==> src/rtl/pipe_ctrl_pkg.sv <==
// Shared definitions for the core sequencer: controller states, default
// final-instruction index and register-index width.
package pipe_ctrl_pkg;

  typedef enum logic [1:0] {
    RUN        = 2'd0,
    LOAD_STALL = 2'd1,
    BRANCH     = 2'd2,
    DONE       = 2'd3
  } pipe_state_t;

  localparam int FINAL_PC_DEF = 35;
  localparam int REG_W        = 5;

endpackage

==> src/rtl/pipe_ctrl_hazard_detect.sv <==
// Load-use hazard detector: decode reads a register that the load now in
// execute has not yet written.
module hazard_detect
  import pipe_ctrl_pkg::*;
(
  input  logic             dec_valid,
  input  logic [REG_W-1:0] dec_rs1,
  input  logic [REG_W-1:0] dec_rs2,
  input  logic             dec_uses_rs1,
  input  logic             dec_uses_rs2,
  input  logic             ex_valid,
  input  logic             ex_load,
  input  logic [REG_W-1:0] ex_rd,
  output logic             lu
);

  logic rs1_hit;
  logic rs2_hit;

  assign rs1_hit = dec_uses_rs1 && (dec_rs1 == ex_rd);
  assign rs2_hit = dec_uses_rs2 && (dec_rs2 == ex_rd);

  // x0 is hardwired to zero, so a load targeting it never creates a dependency
  assign lu = ex_valid && ex_load && dec_valid && (ex_rd != '0) && (rs1_hit || rs2_hit);

endmodule

==> src/rtl/pipe_ctrl.sv <==
// Central sequencer for the fetch/decode/execute/write core: owns the fetch
// PC, drives stage enables and resolves load-use and branch hazards.
module pipe_ctrl
  import pipe_ctrl_pkg::*;
#(
  parameter int unsigned     PC_W     = 32,
  parameter logic [PC_W-1:0] RESET_PC = '0,
  parameter logic [PC_W-1:0] FINAL_PC = PC_W'(FINAL_PC_DEF),
  parameter int unsigned     CNT_W    = 16
) (
  input  logic             CLK,
  input  logic             RST,
  input  logic             DEC_VALID,
  input  logic             DEC_BRANCH,
  input  logic [REG_W-1:0] DEC_RS1,
  input  logic [REG_W-1:0] DEC_RS2,
  input  logic             DEC_USES_RS1,
  input  logic             DEC_USES_RS2,
  input  logic             EX_VALID,
  input  logic             EX_LOAD,
  input  logic [REG_W-1:0] EX_RD,
  input  logic             EX_REDIRECT,
  input  logic [PC_W-1:0]  EX_TARGET,
  input  logic             WB_VALID,
  input  logic [PC_W-1:0]  WB_PC,
  output logic [PC_W-1:0]  PC,
  output logic             FETCH_EN,
  output logic             DECODER_ENABLED,
  output logic             EXECUTER_ENABLED,
  output logic             WRITER_ENABLED,
  output logic             FLUSH_D,
  output logic             COMPLETED,
  output logic [CNT_W-1:0] STALL_COUNT
);

  localparam logic [PC_W-1:0]  PC_ONE  = PC_W'(1);
  localparam logic [CNT_W-1:0] CNT_ONE = CNT_W'(1);

  function automatic logic [CNT_W-1:0] sat_inc(input logic [CNT_W-1:0] v);
    return (&v) ? v : v + CNT_ONE;
  endfunction

  pipe_state_t     state;
  pipe_state_t     state_nxt;
  logic [PC_W-1:0] pc_nxt;
  logic            lu;
  logic            retire_final;

  hazard_detect u_hazard_detect (
    .dec_valid    (DEC_VALID),
    .dec_rs1      (DEC_RS1),
    .dec_rs2      (DEC_RS2),
    .dec_uses_rs1 (DEC_USES_RS1),
    .dec_uses_rs2 (DEC_USES_RS2),
    .ex_valid     (EX_VALID),
    .ex_load      (EX_LOAD),
    .ex_rd        (EX_RD),
    .lu           (lu)
  );

  assign retire_final = WB_VALID && (WB_PC == FINAL_PC);

  always_comb begin
    state_nxt        = state;
    pc_nxt           = PC;
    FETCH_EN         = 1'b1;
    DECODER_ENABLED  = 1'b1;
    EXECUTER_ENABLED = 1'b1;
    WRITER_ENABLED   = 1'b1;
    FLUSH_D          = 1'b0;
    unique case (state)
      RUN: begin
        // the load-use check precedes the branch check so a dependent branch stalls first
        if (lu) begin
          FETCH_EN         = 1'b0;
          DECODER_ENABLED  = 1'b0;
          EXECUTER_ENABLED = 1'b0;
          state_nxt        = LOAD_STALL;
        end else begin
          pc_nxt = PC + PC_ONE;
          if (DEC_VALID && DEC_BRANCH) state_nxt = BRANCH;
        end
      end
      LOAD_STALL: begin
        pc_nxt    = PC + PC_ONE;
        state_nxt = RUN;
      end
      BRANCH: begin
        if (!EX_VALID) begin
          FETCH_EN        = 1'b0;
          DECODER_ENABLED = 1'b0;
        end else if (EX_REDIRECT) begin
          pc_nxt    = EX_TARGET;
          FLUSH_D   = 1'b1;
          state_nxt = RUN;
        end else begin
          pc_nxt    = PC + PC_ONE;
          state_nxt = RUN;
        end
      end
      DONE: begin
        FETCH_EN         = 1'b0;
        DECODER_ENABLED  = 1'b0;
        EXECUTER_ENABLED = 1'b0;
        WRITER_ENABLED   = 1'b0;
      end
      default: state_nxt = RUN;
    endcase
    // retirement of the final instruction overrides every other transition and freezes PC
    if (state != DONE && retire_final) begin
      state_nxt = DONE;
      pc_nxt    = PC;
    end
  end

  always_ff @(posedge CLK) begin
    if (RST) begin
      state       <= RUN;
      PC          <= RESET_PC;
      COMPLETED   <= 1'b0;
      STALL_COUNT <= '0;
    end else begin
      state     <= state_nxt;
      PC        <= pc_nxt;
      COMPLETED <= COMPLETED || (state_nxt == DONE);
      if (!FETCH_EN && state != DONE) STALL_COUNT <= sat_inc(STALL_COUNT);
    end
  end

endmodule

==> config.mk <==
export PLATFORM = sky130hd
export DESIGN_NAME = pipe_ctrl
export DESIGN_NICKNAME = d
export VERILOG_FILES = /design/src/rtl/pipe_ctrl_pkg.sv /design/src/rtl/pipe_ctrl_hazard_detect.sv /design/src/rtl/pipe_ctrl.sv
export SDC_FILE = /design/constraint.sdc
export NUM_CORES = 1
export LEC_CHECK = 0
export ABC_AREA = 1
export CELL_PAD_IN_SITES_DETAIL_PLACEMENT = 1
export CELL_PAD_IN_SITES_GLOBAL_PLACEMENT = 1
export CORE_MARGIN = 2
export CORE_UTILIZATION = 33
export DETAILED_ROUTE_END_ITERATION = 7
export PLACE_DENSITY_LB_ADDON = 0.05
export SLEW_MARGIN = 20
export SYNTH_ARGS = -nofsm -noshare
export SYNTH_HDL_FRONTEND = slang
export SYNTH_SLANG_ARGS = --single-unit
==> constraint.sdc <==
create_clock -name CLK -period 4.6 [get_ports CLK]
set_input_delay 0.92 -clock CLK [delete_from_list [all_inputs] [get_ports CLK]]
set_output_delay 0.92 -clock CLK [all_outputs]
set_load 0.1 [all_outputs]
==> run summary <==
DP HPWL - 11.1 mm
pin count of the biggest net entering global routing - 44
Root Driver - clkbuf_16
clk buf depth - 2
Worst Path Required - 3.68 ns
Post-synth top cells - 226 x nand2_1, 115 x nor2_1, 60 x inv_1, 51 x dfxtp_1, 51 x nand3_1
Post-synth top flop - dfxtp_1
FMAX - 272 MHz
Worst Path Max Fanout - 11
Synth area leaders - dfxtp_1 25%, nand2_1 21%, nor2_1 11%
DR pass1 iterations - 4
post-route minimum period - 3.67 ns
Max IR drop VDD - 0.000130 V
syn nets - 777
clk sinks - 51
drt initial violations - 204
worst slew pin tran - 1.02 ns
cells on worst reg2reg path - 10
Std-Cell Core Area - 12000 µm²
Final Net Count - 908
Relative slew margins - 0.320
outcome - finished, final reports clean
Slew Viols, Final - 0
vias per inst - 5.03
Fill cells - 1654
hold_buf cts - 0
Max Cap Viol - 0
TritonCTS Buffers - 5
htree depth - 2
setup bufs post-CTS - 0
Hold WS - 0.521 ns
final setup vio count - 0
die area - 13200 µm²
synth warn - 0
Setup TNS - 0 ns
leakage - 0.00221 µW
RSZ-0062 raised after global routing - false
num ports - 143
RR Startpoint - state[1]
WL/cell - 15.1 µm
fraction of registers with async set/reset - 0
Clock Skew - 0.00762 ns
Clock transition at path regs - 0.08 ns
hold path depth - 2
Critical Path Start Type - input port
WL final - 14.5 mm
# rows - 40
Hold Path End - PC[31]
post_cts resized - 0
R2R Path End - PC[20]
input/output buffers - 142
power consumption - 1360 µW
WS Path Type - in -> out
Distinct cells, synth - 38
area delta synth->final - 40.7%
CTS tree - done
Mapped Cells - 686
Hold WC Path Type - reg -> reg
die height - 115 µm
most common cell in the netlist - nand2_1
Post-DRT Antenna Nets - 0
GRT overflow - 0
crit path DAT - 2.75 ns
share of the synthesized area in the top cell type - 0.252
via count - 4854
EDFF count, synth - 0
post-synth top area cell - dfxtp_1
number of global-route vias before repair - 4982
Initial Utilization - 0.337
GRT Total Usage - 0.225
first-pass GRT wire length - 24.0 mm
GP Congestion - 0.866
Seq cells post-synth - 51
drt drc - 0
Mapped Area - 4040 µm²
Worst Hold Launch - PC[31]
sequential fraction of the synthesis area - 0.252
Pwr Density - 239 nW/µm²
initial antenna violation count - 0
Inserted Diodes - 0
hold violation total from the final report - 0
share of cells above drive strength 1 - 0.0807
crit path capture type - primary output
chip width - 115 µm
Avg Cell Area, Syn - 5.89 µm²
Clock Latency Late Sink - 0.31 ns
reg2reg setup slack - 2.37 ns
final period utilization - 0.798
-- metrics by stage --
step           instances  cell area, µm²  worst slack, ns  utilization
6_report             965            5690            0.930        0.474
3_3_place_gp         957            5530             1.03        0.461
5_1_grt              965            5690            0.798        0.474
3_5_place_dp         957            5530            0.965        0.461
2_1_floorplan        686            4040             1.17            -
4_1_cts              965            5690            0.943        0.474
-- placed cells by master (no fill, tap or decap), drive strengths merged, types with 9 or more instances in the layout --
master and instances:
a21oi 40, or2 9, nand4 19, clkdlybuf4s50 138, nor2 124, nand3 55, xor2 15, o21ai 22
dfxtp 51, inv 66, nand2 234
-- where the power goes --
part | internal, µW | switching, µW
sequential | 463 | 33.0
combinational | 154 | 294
clock | 209 | 207
total | 826 | 534
-- worst max-delay path by stage --
stage,start,to,cells after the start
2_1_floorplan,EX_REDIRECT,FLUSH_D,3
3_3_place_gp,EX_RD[4],EXECUTER_ENABLED,11
3_5_place_dp,EX_RD[0],EXECUTER_ENABLED,10
4_1_cts,EX_RD[0],EXECUTER_ENABLED,10
5_1_grt,EX_RD[2],EXECUTER_ENABLED,11
6_report,EX_RD[0],EXECUTER_ENABLED,10
-- sequential cells by signal (all words and copies together), names as in the netlist --
name,count
COMPLETED,1
state,2
PC,32
STALL_COUNT,16
-- critical path, stage by stage --
cell and delay (ns):
clkdlybuf4s50_1 0.53, inv_1 0.08, nor2_1 0.13, nor2_1 0.06, nand3_1 0.07, nand2_1 0.08
nand2_1 0.09, nand2_1 0.06, nand2_1 0.34, buf_4 0.37
-- final cells by class --
type	count	area, µm²	share of cell area
Inverter	65	246	0.0433
Timing Repair Buffer	144	1430	0.251
Clock inverter	3	28.8	0.00506
Multi-Input combinational cell	550	2660	0.467
Tap cell	147	184	0.0323
Sequential cell	51	1020	0.179
Clock buffer	5	125	0.0220
-- cell families (layout without fill, tap and decap cells) --
kind of cell,Yosys count,in the layout,synth area share
AO/OA/AOI/OAI,67,67,0.100
XOR/XNOR,21,21,0.0455
adder cells (fa/ha/maj),2,2,0.00619
buffers and inverters,85,217,0.0907
flip-flops,51,51,0.252
multiplexers,4,4,0.00990
AND/OR/NAND/NOR,456,456,0.495
-- layer usage --
metal,GRT usage,routed length [µm],up-vias
met5,0,0,-
met4,0.0530,225,0
met3,0.0355,568,17
met2,0.410,7140,103
met1,0.278,6590,2292
li1,-,-,2442
No activity file was read; power rests on OpenSTA's default activity.
